### src/rtl/i2c_bus_mux.sv
// i2c_bus_mux: run-time I2C bus multiplexer and switch scheduler.
// Connects one of NumBuses physical I2C buses to a single I2C host
// controller. A bus switch waits until the active bus has been idle for
// IdleCycles, then releases every bus for GuardCycles before connecting
// the new one. START/STOP on the active bus are tracked (bus_busy_o), and
// the active bus is mirrored on registered monitor outputs.
//
// Ports:
//   clk_sys_i, rst_sys_i          clock, asynchronous active-high reset
//   sel_req_i, sel_req_valid_i    requested bus index + one-cycle strobe
//   sel_active_o                  currently connected bus
//   sel_busy_o                    switch pending or in progress
//   sel_err_o                     one-cycle pulse: request index out of range
//   bus_busy_o                    START seen on active bus, not yet ended
//   ctrl_{scl,sda}_o/_en_o        drive from the controller
//   ctrl_{scl,sda}_i              bus lines returned to the controller
//   bus_{scl,sda}_i               pad inputs, one bit per bus
//   bus_{scl,sda}_o/_en_o         pad open-drain drive, one bit per bus
//   mon_{scl,sda}_o               registered mirror of the active bus
module i2c_bus_mux #(
    parameter int unsigned NumBuses    = 4,
    parameter int unsigned SelW        = $clog2(NumBuses),
    parameter int unsigned IdleCycles  = 250,
    parameter int unsigned GuardCycles = 16
) (
    input  logic                clk_sys_i,
    input  logic                rst_sys_i,
    input  logic [SelW-1:0]     sel_req_i,
    input  logic                sel_req_valid_i,
    output logic [SelW-1:0]     sel_active_o,
    output logic                sel_busy_o,
    output logic                sel_err_o,
    output logic                bus_busy_o,
    input  logic                ctrl_scl_o,
    input  logic                ctrl_scl_en_o,
    input  logic                ctrl_sda_o,
    input  logic                ctrl_sda_en_o,
    output logic                ctrl_scl_i,
    output logic                ctrl_sda_i,
    input  logic [NumBuses-1:0] bus_scl_i,
    input  logic [NumBuses-1:0] bus_sda_i,
    output logic [NumBuses-1:0] bus_scl_o,
    output logic [NumBuses-1:0] bus_scl_en_o,
    output logic [NumBuses-1:0] bus_sda_o,
    output logic [NumBuses-1:0] bus_sda_en_o,
    output logic                mon_scl_o,
    output logic                mon_sda_o
);

    localparam int unsigned IdleW  = $clog2(IdleCycles + 1);
    localparam int unsigned GuardW = (GuardCycles > 1) ? $clog2(GuardCycles) : 1;
    localparam logic [IdleW-1:0]  IdleMax   = IdleW'(IdleCycles);
    localparam logic [GuardW-1:0] GuardLast = GuardW'(GuardCycles - 1);

    typedef enum logic [1:0] {
        ST_ACTIVE,
        ST_WAIT_IDLE,
        ST_SWITCH
    } state_e;

    state_e              state_q;
    logic [SelW-1:0]     sel_active_q;
    logic [SelW-1:0]     target_q;
    logic [GuardW-1:0]   guard_cnt_q;
    logic                sel_busy_q;
    logic                sel_err_q;
    logic                bus_busy_q;
    logic [IdleW-1:0]    idle_cnt_q;
    logic                prev_sda_q;
    logic                mon_scl_q;
    logic                mon_sda_q;
    logic [NumBuses-1:0] scl_s1_q, scl_s2_q;
    logic [NumBuses-1:0] sda_s1_q, sda_s2_q;

    logic act_scl, act_sda;
    logic idle, start_det, stop_det;
    logic req_in_range, req_ok, switch_done;

    assign act_scl      = scl_s2_q[sel_active_q];
    assign act_sda      = sda_s2_q[sel_active_q];
    assign idle         = (idle_cnt_q == IdleMax);
    assign start_det    = prev_sda_q & ~act_sda & act_scl;
    assign stop_det     = ~prev_sda_q & act_sda & act_scl;
    assign req_in_range = (32'(sel_req_i) < NumBuses);
    assign req_ok       = sel_req_valid_i & req_in_range;
    assign switch_done  = (state_q == ST_SWITCH) && (guard_cnt_q == GuardLast);

    assign sel_active_o = sel_active_q;
    assign sel_busy_o   = sel_busy_q;
    assign sel_err_o    = sel_err_q;
    assign bus_busy_o   = bus_busy_q;
    assign mon_scl_o    = mon_scl_q;
    assign mon_sda_o    = mon_sda_q;

    // Pass-through datapath: only the active bus is driven, none while switching.
    always_comb begin
        bus_scl_o    = '1;
        bus_scl_en_o = '0;
        bus_sda_o    = '1;
        bus_sda_en_o = '0;
        ctrl_scl_i   = 1'b1;
        ctrl_sda_i   = 1'b1;
        if (state_q != ST_SWITCH) begin
            bus_scl_o[sel_active_q]    = ctrl_scl_o;
            bus_scl_en_o[sel_active_q] = ctrl_scl_en_o;
            bus_sda_o[sel_active_q]    = ctrl_sda_o;
            bus_sda_en_o[sel_active_q] = ctrl_sda_en_o;
            ctrl_scl_i                 = bus_scl_i[sel_active_q];
            ctrl_sda_i                 = bus_sda_i[sel_active_q];
        end
    end

    // Two-flop synchronizers on every pad line, idle-high at reset.
    always_ff @(posedge clk_sys_i or posedge rst_sys_i) begin
        if (rst_sys_i) begin
            scl_s1_q <= '1;
            scl_s2_q <= '1;
            sda_s1_q <= '1;
            sda_s2_q <= '1;
        end else begin
            scl_s1_q <= bus_scl_i;
            scl_s2_q <= scl_s1_q;
            sda_s1_q <= bus_sda_i;
            sda_s2_q <= sda_s1_q;
        end
    end

    // Active-bus tracking: START/STOP, idle counter and monitor mirror.
    always_ff @(posedge clk_sys_i or posedge rst_sys_i) begin
        if (rst_sys_i) begin
            bus_busy_q <= 1'b0;
            idle_cnt_q <= '0;
            prev_sda_q <= 1'b1;
            mon_scl_q  <= 1'b1;
            mon_sda_q  <= 1'b1;
        end else begin
            mon_scl_q <= (state_q == ST_SWITCH) ? 1'b1 : act_scl;
            mon_sda_q <= (state_q == ST_SWITCH) ? 1'b1 : act_sda;
            if (switch_done) begin
                // History restarts from the new bus so no false edge is seen.
                bus_busy_q <= 1'b0;
                idle_cnt_q <= '0;
                prev_sda_q <= sda_s2_q[target_q];
            end else begin
                prev_sda_q <= act_sda;
                if (act_scl && act_sda) begin
                    if (!idle) begin
                        idle_cnt_q <= idle_cnt_q + IdleW'(1);
                    end
                end else begin
                    idle_cnt_q <= '0;
                end
                // A long idle stretch also ends a transfer whose STOP was lost.
                if (start_det) begin
                    bus_busy_q <= 1'b1;
                end else if (stop_det || idle) begin
                    bus_busy_q <= 1'b0;
                end
            end
        end
    end

    // Switch scheduler.
    always_ff @(posedge clk_sys_i or posedge rst_sys_i) begin
        if (rst_sys_i) begin
            state_q      <= ST_ACTIVE;
            sel_active_q <= '0;
            target_q     <= '0;
            guard_cnt_q  <= '0;
            sel_busy_q   <= 1'b0;
            sel_err_q    <= 1'b0;
        end else begin
            sel_err_q <= sel_req_valid_i & ~req_in_range;
            case (state_q)
                ST_ACTIVE: begin
                    if (req_ok && (sel_req_i != sel_active_q)) begin
                        target_q    <= sel_req_i;
                        guard_cnt_q <= '0;
                        sel_busy_q  <= 1'b1;
                        state_q     <= idle ? ST_SWITCH : ST_WAIT_IDLE;
                    end
                end
                ST_WAIT_IDLE: begin
                    if (req_ok && (sel_req_i == sel_active_q)) begin
                        state_q    <= ST_ACTIVE;
                        sel_busy_q <= 1'b0;
                    end else begin
                        if (req_ok) begin
                            target_q <= sel_req_i;
                        end
                        if (idle) begin
                            guard_cnt_q <= '0;
                            state_q     <= ST_SWITCH;
                        end
                    end
                end
                ST_SWITCH: begin
                    // Requests are dropped here, not queued.
                    if (switch_done) begin
                        sel_active_q <= target_q;
                        sel_busy_q   <= 1'b0;
                        state_q      <= ST_ACTIVE;
                    end else begin
                        guard_cnt_q <= guard_cnt_q + GuardW'(1);
                    end
                end
                default: begin
                    state_q    <= ST_ACTIVE;
                    sel_busy_q <= 1'b0;
                end
            endcase
        end
    end

endmodule

### config.mk
export PLATFORM = sky130hd
export DESIGN_NAME = i2c_bus_mux
export DESIGN_NICKNAME = d
export VERILOG_FILES = /design/src/rtl/i2c_bus_mux.sv
export SDC_FILE = /design/constraint.sdc
export NUM_CORES = 1
export LEC_CHECK = 0
export BUFFER_PORTS_ARGS = -buffer_cell sky130_fd_sc_hd__buf_2
export CAP_MARGIN = 20
export CORE_MARGIN = 2
export CORE_UTILIZATION = 35
export CTS_BUF_LIST = sky130_fd_sc_hd__clkbuf_16
export CTS_CLUSTER_SIZE = 24
export DETAILED_ROUTE_END_ITERATION = 10
export GPL_ROUTABILITY_DRIVEN = 1
export PLACE_DENSITY = 0.62
export SYNTH_ARGS = -nofsm -noshare
export SYNTH_HDL_FRONTEND = slang
export SYNTH_SLANG_ARGS = --single-unit
### constraint.sdc
create_clock -name clk_sys_i -period 2.9 [get_ports clk_sys_i]
set_input_delay 0.58 -clock clk_sys_i [delete_from_list [all_inputs] [get_ports clk_sys_i]]
set_output_delay 0.58 -clock clk_sys_i [all_outputs]
set_load 0.1 [all_outputs]
== Yosys cells after proc, flatten, opt, wreduce, memory -nomap -nowiden ==
Cells that the tools add are included.

* $add $sub $neg: 2
* Magnitude comparators: 3
* Eq/ne operators: 16
* Muxes and demuxes: 46
* Bitwise logic cells: 11
* Reductions and logical operators: 15

{| class="wikitable"
|+ Operators with widths
! operator !! number
|-
| $mux 4 || 8
|-
| $mux 8 || 3
|-
| $mux 1 || 17
|-
| $mux 2 || 8
|-
| $ne 2x2->1 const B || 8
|-
| $pmux 4 s3 || 1
|-
| $bmux 1 s2 || 5
|-
| $add 8x1->8 const B || 1
|-
| $and 4x4->4 || 2
|-
| $eq 8x8->1 const B || 1
|-
| $or 4x4->4 || 2
|-
| $lt 2x3->1 const B || 2
|-
| $ne 3x3->1 const B || 2
|-
| $pmux 2 s3 || 1
|-
| $reduce_and 3->1 || 2
|-
| $reduce_bool 3->1 || 2
|-
| $logic_and 1x1->1 || 5
|-
| $reduce_and 5->1 || 1
|-
| $add 4x1->4 const B || 1
|-
| $and 1x1->1 || 4
|-
| $eq 4x4->1 const B || 1
|-
| $not 4->4 || 1
|-
| $pmux 2 s2 || 1
|-
| $reduce_and 4->1 || 1
|-
| 12 further kinds || 13
|}

* Flip-flop bits (word level): 39
* Input bits: 17

== Depth between registers and ports, before layout ==
Gate-level depths: netlist of the first run.

* Depth after elaboration: 8
* Mapped depth: 6

== Worst setup path before layout of the first run ==
No wires, ideal clock.

* Kind: reg-to-output
* Start: register sel_active_q[1], in the netlist sel_active_o[1]
* End: output bus_scl_en_o[0]
* Data arrival time: 3.321 ns
* Data required time: 2.320 ns
* Slack: -1.001 ns
* Stages on the path, launching flop included: 4
* Path buffers: 2
* Path through: dfrtp_1 > buf_2 > clkbuf_1 > nor3_1

* Cells in the longest elaborated chain, start to end: 6
* Elaborated cells between the ends (all ways): 7
* Those cells by class: order compare: 2; mux: 3; bitwise: 1; reduce/logical: 1

{| class="wikitable"
|+ Ends and longest elaborated chain
! item !! line !! source
|-
| start: declaration || 62 || <nowiki>logic [SelW-1:0] sel_active_q;</nowiki>
|-
| start signal: assignment || 200 || <nowiki>sel_active_q <= target_q;</nowiki>
|-
| $lt 2x3->1 (implied by the code) or $ge 2x1->1 (tied branches) || 105 || <nowiki>bus_scl_en_o[sel_active_q] = ctrl_scl_en_o;</nowiki>
|-
| $logic_and 1x1->1 (implied by the code) || 105 ||
|-
| $mux 1 (implied by the code) || 105 ||
|-
| $demux 1 s2 (*) || 105 ||
|-
| $and 4x4->4 (no source line) (*) || - ||
|-
| $mux 4 (*) || 103 || <nowiki>if (state_q != ST_SWITCH) begin</nowiki>
|-
| end: declaration || 43 || <nowiki>output logic [NumBuses-1:0] bus_scl_en_o,</nowiki>
|}

Every way passes the cells marked *; elsewhere a longest branch is shown, timed or not.

== Worst setup path after layout of the first run ==
* Start: register sel_active_q[1], in the netlist sel_active_o[1]
* End: output ctrl_sda_i

* Cells in the longest elaborated chain, start to end: 3

{| class="wikitable"
|+ Ends and longest elaborated chain
! item !! line !! source
|-
| $bmux 1 s2 || 109 || <nowiki>ctrl_sda_i = bus_sda_i[sel_active_q];</nowiki>
|-
| $mux 1 (implied by the code) || 109 ||
|-
| $mux 1 || 103 ||
|-
| end: declaration || 39 || <nowiki>output logic ctrl_sda_i,</nowiki>
|}

No other way between the ends. The select of a mux whose other input is x is not followed.

==> results.py, run 1 <==
metrics = {
    "setup_path": {
        "critical_path_class": "reg -> out",
        "cp_slowest_cell": "dfrtp_1",
        "cp_slowest_stage_delay_ps": 710,
        "cp.buffers_inverters": 1,
        "path_depth": 3,
        "start_kind": "flip-flop",
        "required_ps": 2320,
        "rr_endpoint": "guard_cnt_q[2]$_DFFE_PP0P_",
        "r2r_cells": 4,
        "crit_chain": "mux4_1 > or2_2 > buf_2",
        "crit_fanout": 17,
        "rr_startpoint": "sel_active_o[1]$_DFFE_PP0P_",
        "arrival_ps": 1950,
        "path_delay_family": "flip-flops",
        "rrSetupSlack_ps": 1100,
        "endpoint_kind": "output pin",
    },
    "die": {
        "dieWidth_um": 76.9,
        "ios": 42,
        "core_area_um2": 5110,
        "row_count": 26,
        "die-area_um2": 5920,
        "dieHeight_um": 76.9,
        "start_util_pct": 36.5,
    },
    "layout": {
        "instances_no_fill": 290,
        "diodes": 0,
        "stdcell_area_um2": 2340,
        "nNetsFinal": 239,
        "drive_above_1_share_pct": 38.2,
        "area_growth_pct": 25.9,
    },
    "placement": {
        "io_buffers": 40,
        "post-dp-hpwl_mm": 2.56,
        "gp_congestion": 0.780,
        "placed_cells": 282,
        "dpl_cell_area_um2": 2170,
    },
    "clock_network": {
        "cts_tree": "done",
        "insertion_delay_ps": 280,
        "clock-sinks": 39,
        "clkTransAtPathRegs_ps": 60,
        "cts_root_buf": "clkbuf_16",
        "h-tree-depth": 2,
        "cts_resized": 0,
        "cts_buffer_depth": 2,
        "cts_inserted_buffers": 5,
        "post-cts-setup-buffer-count": 0,
        "holdBufCountCts": 0,
    },
    "global_route": {
        "grt_max_degree": 40,
        "gr-total-overflow": 0,
        "antenna_found_initial": 0,
        "grt_pass1_vias": 1468,
        "grt_first_pass_wirelength_mm": 6.78,
        "grt_usage_pct": 14.4,
    },
    "yosys": {
        "synth-edff-count": 0,
        "synthCells": 175,
        "synth_cell_type_count": 44,
        "synth_area_per_cell_um2": 10.6,
        "ys_seq_area_share_pct": 53.7,
        "netlist_area_um2": 1860,
        "synth_ff_type": "dfrtp_1",
        "syn_nets": 195,
        "yosys_warnings": 0,
        "synth-async-reset-ratio_pct": 100,
        "synth_seq_cells": 39,
    },
    "hold_path": {
        "min_from": "scl_s1_q[2]$_DFF_PP1_",
        "hold_depth": 0,
        "hp-class": "reg -> reg",
        "min_to": "scl_s2_q[2]$_DFF_PP1_",
    },
    "detailed_routing": {
        "ant_nets": 0,
        "dr.first_iter.drc_count": 82,
        "wl_per_cell_um": 12.7,
        "detailedRoute.firstPassIterationCount": 4,
        "viasPerCell": 4.80,
        "route.detailed.drc": 0,
        "routed_wl_mm": 3.67,
        "vias": 1392,
    },
    "timing": {
        "fin_crit_ps": 2530,
        "hold_violations": 0,
        "tightest_slew_ps": 587,
        "maxSlewHeadroom_pct": 60.9,
        "rsz0062_at_grt": "no",
        "skew_ps": 3.35,
        "finalMaxSlewViolations": 0,
        "fmax_ghz": 0.396,
        "setup_viol": 0,
        "post-route-period-util_pct": 87.1,
    },
    "pwr": {
        "seqPwrFrac_pct": 42.1,
        "power.leakage_nw": 1.05,
        "switching_share_pct": 27.6,
        "power.density_nw_per_um2": 634,
        "vdd_drop_max_mv": 0.339,
        "power_frac_clock_pct": 41.9,
        "power_frac_comb_pct": 16.0,
        "p_sw_w": 0.000410,
        "internal-power_w": 0.00108,
    },
    "outcome": {
        "status": "finished clean",
    },
    "run": {
        "maxCapViolCount": 0,
    },
}
[power by group through the flow]
stage | Sequential [W] | Clock [W] | Combinational, W
2_1_floorplan | 0.000686 | 0 | 0.000139
4_1_cts | 0.000626 | 0.000645 | 0.000241
5_1_grt | 0.000632 | 0.000667 | 0.000256
3_3_place_gp | 0.000634 | 0 | 0.000238
6_report | 0.000625 | 0.000623 | 0.000238
3_5_place_dp | 0.000635 | 0 | 0.000240
[sequential cells by signal, summed over array words and instances (netlist names)]
signal        count
idle_cnt_q        8
guard_cnt_q       4
scl_s1_q          4
scl_s2_q          4
sda_s1_q          4
sda_s2_q          4
sel_active_o      2
state_q           2
target_q          2
bus_busy_o        1
mon_scl_o         1
mon_sda_o         1
prev_sda_q        1
sel_busy_o        1
[area by class of cell]
type | instances | area, µm²
Clock buffer | 7 | 175
Sequential cell | 39 | 1000
Clock inverter | 1 | 3.75
Multi-Input combinational cell | 126 | 841
Fill cell | 480 | 2760
Tap cell | 70 | 87.6
Inverter | 4 | 15.0
Timing Repair Buffer | 43 | 223
[stage by stage]
| step | TNS [ps] | util, % | setup slack, ps | hold slack [ps] | power [W] |
|---|---|---|---|---|---|
| global placement | 0 | 42.4 | 590 | 346 | 0.000872 |
| floorplan | -1060 | - | -370 | 345 | 0.000825 |
| detailed placement | 0 | 42.4 | 561 | 347 | 0.000874 |
| CTS | 0 | 45.9 | 324 | 355 | 0.00151 |
| finish | 0 | 45.9 | 373 | 354 | 0.00149 |
| global route | 0 | 45.9 | 240 | 356 | 0.00156 |
[how the worst max path moves through the flow]
stage	startpoint	end	slack [ps]
after floorplan	sel_active_o[1]$_DFFE_PP0P_	bus_scl_en_o[1]	-370
after global placement	bus_scl_i[1]	ctrl_scl_i	590
after detailed placement	bus_sda_i[1]	ctrl_sda_i	560
after CTS	sel_active_o[1]$_DFFE_PP0P_	ctrl_sda_i	320
after global routing	sel_active_o[1]$_DFFE_PP0P_	ctrl_sda_i	240
final	sel_active_o[1]$_DFFE_PP0P_	ctrl_sda_i	370
[cell families after synthesis]
family | Yosys count | share of synthesized area [%]
flops | 39 | 53.7
compound gates | 20 | 7.39
buf+inv | 10 | 2.76
mux | 7 | 7.66
fa+ha+maj | 3 | 2.02
other cells | 1 | 0.201
xor+xnor | 9 | 4.23
simple gates | 86 | 22.0
[placed cells by master, fill, tap and decap left out, types with 2 or more instances in the layout]
master	synthesis	routed
or2_2	2	2
ha_1	3	3
clkbuf_16	0	7
nand3_1	7	7
xor2_1	2	2
nor3_1	5	3
nor2b_1	7	7
nand4_1	2	2
dfrtp_1	20	20
nor2_1	23	19
nor3_2	0	2
a21oi_1	2	2
nor2_4	0	2
buf_2	2	40
a31oi_1	2	2
nand2_1	26	26
dfstp_2	19	19
nand2b_1	5	5
mux4_2	3	3
nor2_2	0	2
and3_1	2	2
mux2_2	2	2
buf_4	1	3
xnor2_1	7	7
inv_1	4	5
or2_1	3	3
o21ai_0	3	3
mux4_1	2	2
[synthesized netlist by cell type, types with 2 or more instances]
library cell | instances | area (µm²)
nand2_1 | 26 | 97.6
nor2_1 | 23 | 86.3
dfrtp_1 | 20 | 500
dfstp_2 | 19 | 499
nand3_1 | 7 | 35.0
nor2b_1 | 7 | 43.8
xnor2_1 | 7 | 61.3
nand2b_1 | 5 | 31.3
nor3_1 | 5 | 25.0
inv_1 | 4 | 15.0
ha_1 | 3 | 37.5
mux4_2 | 3 | 67.6
o21ai_0 | 3 | 15.0
or2_1 | 3 | 18.8
a21oi_1 | 2 | 10.0
a31oi_1 | 2 | 12.5
and3_1 | 2 | 12.5
buf_2 | 2 | 10.0
clkbuf_1 | 2 | 7.51
mux2_2 | 2 | 22.5
mux4_1 | 2 | 52.6
nand4_1 | 2 | 12.5
or2_2 | 2 | 12.5
xor2_1 | 2 | 17.5
[layer usage]
metal  up-vias  global-route usage [%]  part of all wire, %
li1        688                       -                    -
met4         0                    5.45                  1.7
met3         8                    4.71                  4.1
met1       673                    17.0                   45
met2        23                    24.4                   49
met5         -                       0                    0
(Power assumes the default switching activity.)
==> inputs of run 2 (changes only) <==
ABC_AREA = 1   (was default)
==> run 2 against run 1 <==
  * Worst hold slack worse by 1.4 ps
  * Clock power is 20% lower
  * Power is 8.4% lower
==> results.py, run 2 <==
metrics = {
    "outcome": {
        "status": "finished clean",
    },
    "clock_network": {
        "post-cts-setup-buffer-count": 0,
        "cts_tree": "done",
        "cts_buffer_depth": 2,
        "h-tree-depth": 2,
        "cts_resized": 0,
        "cts_inserted_buffers": 5,
        "holdBufCountCts": 0,
        "cts_root_buf": "clkbuf_16",
        "clock-sinks": 39,
        "insertion_delay_ps": 270,
        "clkTransAtPathRegs_ps": 50,
    },
    "timing": {
        "tns_ps": 0,
        "finalMaxSlewViolations": 0,
        "fin_crit_ps": 2330,
        "skew_ps": 1.29,
        "post-route-period-util_pct": 80.4,
        "setup_viol": 0,
        "rsz0062_at_grt": "no",
        "hold_violations": 0,
        "fmax_ghz": 0.429,
    },
    "detailed_routing": {
        "vias": 1546,
        "detailedRoute.firstPassIterationCount": 4,
        "routed_wl_mm": 3.85,
        "ant_nets": 0,
        "wl_per_cell_um": 11.5,
        "route.detailed.drc": 0,
        "dr.first_iter.drc_count": 57,
        "viasPerCell": 4.60,
    },
    "setup_path": {
        "critical_path_class": "reg -> out",
        "rrSetupSlack_ps": 1350,
        "start_kind": "flip-flop",
        "arrival_ps": 1750,
        "crit_fanout": 9,
        "required_ps": 2320,
        "endpoint_kind": "output pin",
    },
    "yosys": {
        "synth_xor_area_share_pct": 1.82,
        "yosys_warnings": 0,
        "ys_seq_area_share_pct": 52.1,
        "yosysMostFrequentCell": "nand2_1",
        "netlist_area_um2": 1920,
        "synth_commonest_cells": "64 x nand2_1, 27 x nor2_1, 20 x dfrtp_1",
        "synth_top_cell_by_area": "dfrtp_1",
        "syn_nets": 239,
        "synth_area_leaders": "dfrtp_1 26%, dfstp_2 26%, nand2_1 13%",
        "synth-edff-count": 0,
        "synth_cell_type_count": 34,
        "synth_compound_area_share_pct": 6.06,
        "synth_area_per_cell_um2": 8.77,
        "synth_seq_cells": 39,
        "yosys.area_share.simple_pct": 32.6,
        "synth-async-reset-ratio_pct": 100,
        "synthAdderAreaFrac_pct": 1.95,
        "synth_ff_type": "dfrtp_1",
        "synthMuxAreaShare_pct": 0,
        "synth_top_family_by_area": "simple AND/OR/NAND/NOR gates",
        "yosysTopAreaCellShare_pct": 26.1,
        "synthCells": 219,
    },
    "die": {
        "start_util_pct": 36.9,
        "dieHeight_um": 78.1,
        "row_count": 26,
        "die-area_um2": 6100,
        "ios": 42,
        "core_area_um2": 5200,
        "dieWidth_um": 78.1,
    },
    "placement": {
        "gp_congestion": 0.785,
        "post-dp-hpwl_mm": 2.99,
        "dpl_cell_area_um2": 2220,
        "placed_cells": 328,
        "io_buffers": 40,
    },
    "global_route": {
        "grt_usage_pct": 13.5,
        "grt_pass1_vias": 1407,
        "grt_max_degree": 40,
        "gr-total-overflow": 0,
        "antenna_found_initial": 0,
        "grt_first_pass_wirelength_mm": 6.56,
    },
    "layout": {
        "seq_area_um2": 1000,
        "stdcell_area_um2": 2360,
        "multi_input_area_um2": 835,
        "layout_commonest_cell": "nand2_1",
        "instances_no_fill": 336,
        "mostFrequentLayoutCells": "64 x nand2_1, 40 x buf_2, 21 x nor2_1, 19 x dfstp_2",
        "area_growth_pct": 22.7,
        "nNetsFinal": 285,
        "drive_above_1_share_pct": 39.5,
        "largest_reg_flops": 8,
        "diodes": 0,
        "nFillCells": 520,
        "regMostFlops": "idle_cnt_q",
    },
    "pwr": {
        "power.leakage_nw": 1.16,
        "vdd_drop_max_mv": 0.487,
        "finalPower_w": 0.00136,
        "power.density_nw_per_um2": 578,
    },
    "hold_path": {
        "hp-class": "reg -> reg",
    },
    "run": {
        "maxCapViolCount": 0,
    },
}
-- run 2: changes by cell type after synthesis, moves of 4 or more --
cell,change
inv_1,+12
inv_2,+7
nand2_1,+38
nand2_2,+7
nand2b_1,-5
nand3_1,+4
nor2_1,+4
nor2b_1,-7
nor3_1,-5
xnor2_1,-4
-- run 2: layer usage --
| layer | vias to the layer above | GRT usage, % | wire (µm) | part of all wire (%) |
|---|---|---|---|---|
| met4 | 0 | 4.21 | 41 | 1.1 |
| met5 | - | 0 | 0 | 0 |
| met1 | 730 | 18.9 | 1870 | 48 |
| li1 | 790 | - | - | - |
| met3 | 4 | 3.45 | 149 | 3.9 |
| met2 | 22 | 20.7 | 1800 | 47 |
-- run 2: worst paths after layout --
check | from | end | cells past startpoint
min in group asynchronous | rst_sys_i | idle_cnt_q[5]$_DFFE_PP0P_ | 3
max in group asynchronous | rst_sys_i | sel_active_o[0]$_DFFE_PP0P_ | 3
worst max-delay path | sel_active_o[0]$_DFFE_PP0P_ | ctrl_sda_i | 4
worst max register to register | idle_cnt_q[0]$_DFFE_PP0P_ | guard_cnt_q[3]$_DFFE_PP0P_ | 11
worst min register to register | scl_s1_q[0]$_DFF_PP1_ | scl_s2_q[0]$_DFF_PP1_ | 0
worst min-delay path | scl_s1_q[0]$_DFF_PP1_ | scl_s2_q[0]$_DFF_PP1_ | 0
-- run 2: cell type report --
| type | instances | share of cell area, % |
|---|---|---|
| flip-flops and latches | 39 | 42.5 |
| multi-input cells | 155 | 35.4 |
| repair buffers | 41 | 8.82 |
| clock buffers | 5 | 5.31 |
| well taps | 70 | 3.72 |
| inverters | 23 | 3.66 |
| clock inverters | 3 | 0.531 |
-- run 2: report_power, final --
group          switching, W  total, W  internal [W]
Sequential        0.0000221  0.000610      0.000587
Clock              0.000189  0.000499      0.000310
Combinational      0.000200  0.000253     0.0000533
-- run 2: metrics by stage --
| stage | hold WS [ps] | worst slack [ps] | utilization, % |
|---|---|---|---|
| floorplan | 345 | -36.4 | - |
| detailed placement | 347 | 861 | 42.6 |
| CTS | 353 | 562 | 45.3 |
| finish | 353 | 568 | 45.3 |
| global route | 358 | 484 | 45.3 |
| global placement | 347 | 818 | 42.6 |
-- run 2: cells by family (layout without fill, tap and decap cells) --
logic type      count (synthesis)  in the layout
other cells                     1              1
fa+ha+maj                       3              3
compound gates                 18             18
simple gates                  129            129
buf+inv                        25             72
flops                          39             39
xor+xnor                        4              4
-- run 2: worst max-delay path, cell delays in order (launching register included) --
cell     delay, ps
dfrtp_2        500
nor2_2         280
a22oi_1        140
nand4_1        120
buf_2          430
